$ cat src/rtl/calc_pkg.sv
// Shared calculator types: raw keypad vector, decoded key code, and the encoder.
// Purely combinational helpers; no state lives here.
// Consumers import this package to agree on key encoding.
package calc_pkg;

  // One bit per physical key; the first field is the MSB.
  typedef struct packed {
    logic on;
    logic clear;
    logic mem_rc;
    logic mem_add;
    logic mem_sub;
    logic op_add;
    logic op_sub;
    logic op_mul;
    logic op_div;
    logic equals;
    logic dot;
    logic sign;
    logic percent;
    logic num_0;
    logic num_1;
    logic num_2;
    logic num_3;
    logic num_4;
    logic num_5;
    logic num_6;
    logic num_7;
    logic num_8;
    logic num_9;
  } buttons_t;

  typedef enum logic [4:0] {
    B_NONE,
    B_ON, B_CLEAR, B_MEM_RC, B_MEM_ADD, B_MEM_SUB,
    B_OP_ADD, B_OP_SUB, B_OP_MUL, B_OP_DIV,
    B_EQUALS, B_DOT, B_SIGN, B_PERCENT,
    B_NUM_0, B_NUM_1, B_NUM_2, B_NUM_3, B_NUM_4,
    B_NUM_5, B_NUM_6, B_NUM_7, B_NUM_8, B_NUM_9,
    B_UNKNOWN
  } active_button_t;

  // Zero keys -> B_NONE, several keys at once -> B_UNKNOWN, else the key by name.
  function automatic active_button_t buttonsToActive(input buttons_t b);
    logic [22:0]    v;
    logic [4:0]     n;
    active_button_t r;
    v = b;
    n = '0;
    for (int i = 0; i < 23; i++) n = n + 5'(v[i]);
    r = B_NONE;
    if (n > 5'd1)         r = B_UNKNOWN;
    else if (b.on)        r = B_ON;
    else if (b.clear)     r = B_CLEAR;
    else if (b.mem_rc)    r = B_MEM_RC;
    else if (b.mem_add)   r = B_MEM_ADD;
    else if (b.mem_sub)   r = B_MEM_SUB;
    else if (b.op_add)    r = B_OP_ADD;
    else if (b.op_sub)    r = B_OP_SUB;
    else if (b.op_mul)    r = B_OP_MUL;
    else if (b.op_div)    r = B_OP_DIV;
    else if (b.equals)    r = B_EQUALS;
    else if (b.dot)       r = B_DOT;
    else if (b.sign)      r = B_SIGN;
    else if (b.percent)   r = B_PERCENT;
    else if (b.num_0)     r = B_NUM_0;
    else if (b.num_1)     r = B_NUM_1;
    else if (b.num_2)     r = B_NUM_2;
    else if (b.num_3)     r = B_NUM_3;
    else if (b.num_4)     r = B_NUM_4;
    else if (b.num_5)     r = B_NUM_5;
    else if (b.num_6)     r = B_NUM_6;
    else if (b.num_7)     r = B_NUM_7;
    else if (b.num_8)     r = B_NUM_8;
    else if (b.num_9)     r = B_NUM_9;
    return r;
  endfunction

endpackage

$ cat src/rtl/sync_2ff.sv
// Two-stage synchronizer for asynchronous level inputs.
// Latency: 2 clk edges from d_i to q_o.
// No backpressure; samples every cycle.
module sync_2ff #(
  parameter int Width = 1
) (
  input  logic             clk,
  input  logic             rst,
  input  logic [Width-1:0] d_i,
  output logic [Width-1:0] q_o
);

  logic [Width-1:0] s1_d, s1_q;
  logic [Width-1:0] s2_d, s2_q;

  // Shift chain: raw input -> stage 1 -> stage 2.
  always_comb begin
    s1_d = d_i;
    s2_d = s1_q;
  end

  // Both stages clear on reset so the decoder sees an idle keypad.
  always_ff @(posedge clk or posedge rst) begin
    if (rst) begin
      s1_q <= '0;
      s2_q <= '0;
    end else begin
      s1_q <= s1_d;
      s2_q <= s2_d;
    end
  end

  assign q_o = s2_q;

endmodule

$ cat src/rtl/button_decoder.sv
// Debounces the keypad and emits one decoded key event per press.
// Latency: event visible DebounceCycles+3 edges after a clean press reaches the synchronizer.
// Backpressure: event held on valid_o/button_o until ready_i; keypad ignored meanwhile.
module button_decoder
  import calc_pkg::*;
#(
  parameter int DebounceCycles = 4
) (
  input  logic           clk,
  input  logic           rst,
  input  buttons_t       buttons_i,
  output active_button_t button_o,
  output logic           valid_o,
  input  logic           ready_i
);

  localparam int CntW = $clog2(DebounceCycles + 1);
  localparam logic [CntW-1:0] CntMax = CntW'(DebounceCycles);

  typedef enum logic [1:0] {IDLE, DEBOUNCE, EMIT, RELEASE} state_t;

  buttons_t       sample;
  state_t         state_d, state_q;
  buttons_t       cap_d, cap_q;
  active_button_t code_d, code_q;
  logic [CntW-1:0] cnt_d, cnt_q;
  logic           valid_d, valid_q;
  active_button_t button_d, button_q;

  sync_2ff #(.Width($bits(buttons_t))) u_sync (
    .clk (clk),
    .rst (rst),
    .d_i (buttons_i),
    .q_o (sample)
  );

  // Next-state logic; the counter never passes CntMax, so it cannot wrap.
  always_comb begin
    state_d  = state_q;
    cap_d    = cap_q;
    code_d   = code_q;
    cnt_d    = cnt_q;
    valid_d  = valid_q;
    button_d = button_q;
    case (state_q)
      IDLE: begin
        if (sample != '0) begin
          cap_d   = sample;
          code_d  = buttonsToActive(sample);
          cnt_d   = '0;
          state_d = DEBOUNCE;
        end
      end
      DEBOUNCE: begin
        if (sample != cap_q) begin
          state_d = IDLE;
        end else if (cnt_q == CntMax) begin
          state_d  = EMIT;
          valid_d  = 1'b1;
          button_d = code_q;
        end else begin
          cnt_d = cnt_q + 1'b1;
        end
      end
      EMIT: begin
        if (valid_q && ready_i) begin
          state_d  = RELEASE;
          cnt_d    = '0;
          valid_d  = 1'b0;
          button_d = B_NONE;
        end
      end
      RELEASE: begin
        if (sample != '0) begin
          cnt_d = '0;
        end else if (cnt_q == CntMax) begin
          state_d = IDLE;
        end else begin
          cnt_d = cnt_q + 1'b1;
        end
      end
      default: state_d = IDLE;
    endcase
  end

  // State and registered outputs; reset drops valid_o without a clock edge.
  always_ff @(posedge clk or posedge rst) begin
    if (rst) begin
      state_q  <= IDLE;
      cap_q    <= '0;
      code_q   <= B_NONE;
      cnt_q    <= '0;
      valid_q  <= 1'b0;
      button_q <= B_NONE;
    end else begin
      state_q  <= state_d;
      cap_q    <= cap_d;
      code_q   <= code_d;
      cnt_q    <= cnt_d;
      valid_q  <= valid_d;
      button_q <= button_d;
    end
  end

  assign valid_o  = valid_q;
  assign button_o = button_q;

endmodule

$ cat config.mk
export PLATFORM = sky130hd
export DESIGN_NAME = button_decoder
export DESIGN_NICKNAME = d
export VERILOG_FILES = /design/src/rtl/calc_pkg.sv /design/src/rtl/sync_2ff.sv /design/src/rtl/button_decoder.sv
export SDC_FILE = /design/constraint.sdc
export NUM_CORES = 1
export LEC_CHECK = 0
export BUFFER_PORTS_ARGS = -buffer_cell sky130_fd_sc_hd__buf_2
export CAP_MARGIN = 20
export CELL_PAD_IN_SITES_DETAIL_PLACEMENT = 0
export CELL_PAD_IN_SITES_GLOBAL_PLACEMENT = 1
export CORE_ASPECT_RATIO = 2
export CORE_MARGIN = 8
export CORE_UTILIZATION = 30
export DETAILED_ROUTE_END_ITERATION = 8
export GPL_TIMING_DRIVEN = 1
export MAX_ROUTING_LAYER = met4
export PLACE_DENSITY = 0.63
export SYNTH_ARGS = -nofsm -noshare
export SYNTH_HDL_FRONTEND = slang
export SYNTH_SLANG_ARGS = --single-unit
$ cat constraint.sdc
create_clock -name clk -period 9.2 [get_ports clk]
set_input_delay 0.92 -clock clk [delete_from_list [all_inputs] [get_ports clk]]
set_output_delay 0.92 -clock clk [all_outputs]
set_load 0.02 [all_outputs]
# After elaboration in Yosys (flattened, before gate mapping)
# Index checks and enable logic that the tools add are counted.
# W data, S select, Z words.
[classes]
addsub = 23
magnitude_cmp = 1
reduce_logical = 8
eq_ne = 12
muxes = 45
[ops]
columns = ["operator", "n"]
rows = [
  ["$mux W5", 27],
  ["$add A5 B1 Y5", 18],
  ["$ne A23 B23 Y1", 1],
  ["$reduce_bool A23 Y1", 1],
  ["$mux W3", 5],
  ["$mux W2", 6],
  ["$ne A2 B2 Y1 const B", 6],
  ["$pmux W3 S4", 1],
  ["$pmux W5 S2", 1],
  ["$pmux W2 S4", 1],
  ["$add A4 B1 Y5", 1],
  ["$gt A5 B1 Y1 const B", 1],
  ["$reduce_and A5 Y1", 1],
  ["$add A3 B1 Y4", 1],
  ["$eq A2 B2 Y1 const B", 2],
  ["$reduce_and A4 Y1", 1],
  ["$add A2 B1 Y3", 1],
  ["$add A3 B1 Y3 const B", 1],
  ["$eq A3 B3 Y1 const B", 1],
  ["$mux W1", 3],
  ["$ne A3 B3 Y1 const B", 1],
  ["$reduce_and A3 Y1", 1],
  ["$add A1 B1 Y2", 1],
  ["$eq A2 B1 Y1 const B", 1],
  ["5 further kinds", 5],
]
[totals]
reg_bits = 85
in_bits = 26
wordCells = 119

# Logic depth before layout (Yosys ltp)
[depth]
ltp_word = 24
ltp_mapped = 18
depth_no_buf = 18

# Modules after synthesis
# From an unflattened synthesis, not the netlist that was laid out.
[hier_totals]
cells_unflattened = 327
area_unflattened_um2 = 4085.2
[modules_own_cells]
columns = ["module", "area_each_um2", "instances", "cells_each"]
rows = [
  ["button_decoder", 2930.3, 1, 280],
  ["sync_2ff", 1154.9, 1, 47],
]

# Worst setup path before layout
# OpenSTA, ideal clock, no wires.
[synth_timing]
path_type = "register to register"
from = "register u_sync.s2_q[11] (netlist: u_sync.q_o[11])"
to = "register code_q[2]"
setup_slack_ns = 3.966
n_path_buf = 0
stages_incl_launch_ff = 18
period_less_slack_ns = 5.234
setup_time_ns = 0.092
arrival_ns = 5.143
path_cell_list = "dfrtp_1 inv_1 fa_1 inv_1 fa_1 inv_1 fa_1 fa_1 fa_1 inv_1 fa_1 inv_1 fa_1 a2111oi_2 a21oi_1 or4_4 or4_4 o31ai_2"
[synth_between]
elab_chain_cells = 14
[synth_rtl]
columns = ["item", "line_no", "rtl"]
rows = [
  ["start: declaration", "sync_2ff.sv:14", "logic [Width-1:0] s2_d, s2_q;"],
  ["start signal: assignment", "sync_2ff.sv:26", "s2_q <= '0;"],
  ["start signal: assignment", "sync_2ff.sv:29", "s2_q <= s2_d;"],
  ["$add A5 B1 Y5 (12 in a row)", "calc_pkg.sv:50", "for (int i = 0; i < 23; i++) n = n + 5'(v[i]);"],
  ["$gt A5 B1 Y1", "calc_pkg.sv:52", "if (n > 5'd1) r = B_UNKNOWN;"],
  ["$mux W5", "calc_pkg.sv:52", ""],
  ["end signal: assignment", "button_decoder.sv:98", "code_q <= code_d;"],
  ["end: declaration", "button_decoder.sv:25", "active_button_t code_d, code_q;"],
]
# Parallel ways exist; a longest one is shown, timed or not.
# A chain may end at the register's enable or synchronous reset.

# Worst setup path in the final report
# Ends and elaborated chain as after synthesis.

==> impl_metrics.json <==
{
  "maximum_level_of_the_cts_h_tree": 3,
  "placement.io_buffers": 31,
  "pre_cts_ws_ns": 3.76,
  "syn_area_per_cell_um2": 11.7,
  "hold_viol_final": 0,
  "finalWorstPathRequiredPeriod_ns": 5.43,
  "data_required_time_at_the_worst_endpoint_ns": 9.45,
  "post_cts_buffers": 0,
  "worstHoldStart": "u_sync.s1_q[17]",
  "hpwl_um": 6240,
  "fmax_ghz": 0.184,
  "combinationalPowerShare": 0.203,
  "first_global_vias": 2566,
  "timing.critical_path.from": "u_sync.q_o[11]",
  "ant_nets": 0,
  "avgRoutedWirePerCell_um": 15.6,
  "fillCellCount": 1252,
  "post_cts.resized_instances": 0,
  "critical-path-top-delay-family": "adder cells",
  "fraction_of_final_layout_cells_with_drive_strength_greater_than_1": 0.173,
  "path_cells": "inv_1, fa_1, inv_1, fa_1, inv_1, fa_1, fa_1, fa_1, inv_1, fa_1, inv_1, fa_1, a2111oi_2, a21oi_1, or4_4, or4_4, o31ai_2",
  "cpMaxStageDelayCell": "fa_1",
  "grt_setup_unrepaired": "false",
  "std_cell_rows": 58,
  "crit_path_start_kind": "register",
  "gr-total-overflow": 0,
  "detail_route.drc_violations": 0,
  "postCtsHoldBufs": 0,
  "gp_routability_congestion": 0.889,
  "grt_first_pass_wirelength_um": 13400,
  "p_per_area_mw_per_mm2": 213,
  "tns_ns": 0,
  "netlist_area_mm2": 0.00386,
  "ys_types": 46,
  "drt-vias-per-instance": 4.57,
  "cts.sink_count": 85,
  "final.period_utilization": 0.590,
  "die_area_mm2": 0.0170,
  "clkPwrFrac": 0.367,
  "fp.dieW_um": 96.2,
  "starting_density_of_the_core": 0.307,
  "antenna-diode-count": 0,
  "synth_edf_count": 0,
  "worstMarginPinSlew_ns": 0.863,
  "yosysWarningCount": 0,
  "max-slew-margin-rel": 0.425,
  "most-common-layout-cells": "dfrtp_1 (85), inv_1 (45), nand2_1 (34)",
  "netlist.top_cell.by_area": "dfrtp_1",
  "iteration_count_of_the_initial_detailed_routing_pass": 4,
  "path_class": "reg2reg",
  "wl_um": 8130,
  "num_vias": 2374,
  "critical_path_peak_fanout": 6,
  "num-nets-final": 417,
  "skew_final_ns": 0.00781,
  "ios": 32,
  "worst_ir_drop_vdd_uv": 94.0,
  "power.leakage_uw": 0.00206,
  "ys.flop_type": "dfrtp_1",
  "seq_area_frac_synth": 0.552,
  "synth_top_area_share": 0.552,
  "run_status": "finished, final reports clean",
  "ys_top_cells_by_area": "dfrtp_1 (55%), fa_1 (8.3%), inv_1 (4.5%)",
  "track_usage": 0.110,
  "critPathBufInv": 5,
  "synthArstFlopShare": 1.00,
  "layout_commonest_cell": "dfrtp_1",
  "rr_startpoint": "u_sync.q_o[11]",
  "endpoint_kind": "register",
  "clkTransAtPathRegs_ns": 0.07,
  "clockRootBuffer": "clkbuf_16",
  "p_sw_uw": 278,
  "holdCritPathClass": "reg2reg",
  "initial_antenna_violation_count": 0,
  "internal_power_uw": 674,
  "fin_util": 0.357,
  "cts_tree": "done",
  "grt_max_degree": 86,
  "switching_share": 0.292,
  "post-route-worst-setup-slack_ns": 3.77,
  "synthesis.nets": 382,
  "worstSkewPairLatency_ns": 0.34,
  "arrival_ns": 5.67,
  "clock_tree.buffer_depth": 2,
  "path_common_cell": "fa_1",
  "finalSetupViolCount": 0,
  "worst_path_largest_cell_delay_ns": 0.53,
  "max_cap_violations": 0,
  "postSynthRegisterBits": 85,
  "drt_iter0_markers": 189,
  "postSynthCellCount": 330,
  "cts_made_buffers": 9,
  "seq_power_share": 0.430,
  "final-max-slew-violation-count": 0,
  "fp.dieH_um": 176,
  "area.growth.synth_to_final_pct": 16.1,
  "floorplan.core_area_mm2": 0.0126
}
==> metrics by stage <==
step | cell area (µm²) | power [µW] | hold slack (ns) | std cells
2_1_floorplan | 3860 | 565 | 0.331 | 330
3_3_place_gp | 4160 | 606 | 0.332 | 503
3_5_place_dp | 4160 | 612 | 0.335 | 503
4_1_cts | 4450 | 966 | 0.350 | 519
5_1_grt | 4480 | 1020 | 0.354 | 520
6_report | 4480 | 952 | 0.347 | 520
==> worst reg2reg max path: stages, from the launching register on <==
cell	delay [ns]
dfrtp_1	0.44
inv_1	0.10
fa_1	0.53
inv_1	0.05
fa_1	0.47
inv_1	0.05
fa_1	0.46
fa_1	0.53
fa_1	0.40
inv_1	0.07
fa_1	0.20
inv_1	0.06
fa_1	0.39
a2111oi_2	0.35
a21oi_1	0.07
or4_4	0.52
or4_4	0.43
o31ai_2	0.22
==> synthesized netlist by cell type, drive strengths merged (2+ instances only) <==
library cell	instances
dfrtp	85
inv	46
nand2	34
o21ai	21
fa	16
xnor2	12
xor2	11
ha	10
nor4	9
a21oi	8
mux2	7
nor2	7
nor3	7
mux2i	6
buf	5
nand4	5
clkbuf	4
o31ai	4
nand3	3
or4	3
a211oi	2
a31oi	2
and2	2
nor3b	2
o21a	2
or3	2
==> power groups by stage <==
stage	sequential (µW)	clock, µW	combinational (µW)
floorplan	412	0	153
global placement	416	0	190
detailed placement	417	0	195
CTS	410	361	195
global route	412	376	228
finish	410	349	193
==> metal layers <==
layer | GRT usage | share of wire | routed length [µm] | vias to the layer above
met5 | - | 0 | 0 | -
met4 | 0.0755 | 0.045 | 365 | 0
met3 | 0.0174 | 0.022 | 180 | 15
met2 | 0.189 | 0.57 | 4660 | 36
met1 | 0.108 | 0.36 | 2920 | 1160
li1 | - | - | - | 1163
==> area by class of cell <==
cell class | count | area (µm²) | area share
Clock inverter | 6 | 52.6 | 0.0117
Inverter | 46 | 174 | 0.0388
Tap cell | 150 | 188 | 0.0419
Clock buffer | 10 | 239 | 0.0534
Sequential cell | 85 | 2130 | 0.475
Timing Repair Buffer | 33 | 190 | 0.0425
Multi-Input combinational cell | 190 | 1510 | 0.337
==> sequential cells by signal (all words and copies together) (netlist names), named ones only <==
name	cells
button_o	5
cap_q	23
cnt_q	3
code_q	5
state_q	1
u_sync.q_o	23
u_sync.s1_q	23
valid_o	1
==> final timing paths <==
path                                        to  slack (ns)  cells after the start
worst max-delay path                 code_q[2]        3.77                     17
worst min-delay path            u_sync.q_o[17]        0.35                      0
worst max register to register       code_q[2]        3.77                     17
worst min register to register  u_sync.q_o[17]        0.35                      0
max in group asynchronous            code_q[4]        8.05                      4
min in group asynchronous       u_sync.s1_q[1]        0.55                      3
==> cell families (layout without fill, tap and decap cells) <==
family | Yosys count | count (layout) | share of synthesized area
adders and majority gates | 26 | 26 | 0.116
DFF | 85 | 85 | 0.552
and+or+nand+nor | 79 | 79 | 0.104
xor gates and xnor gates | 23 | 23 | 0.0522
AOI/OAI and AO/OA | 49 | 49 | 0.0824
buffers and inverters | 55 | 95 | 0.0581
muxes | 13 | 13 | 0.0360
Note: power is estimated with default switching activity, not from simulation.
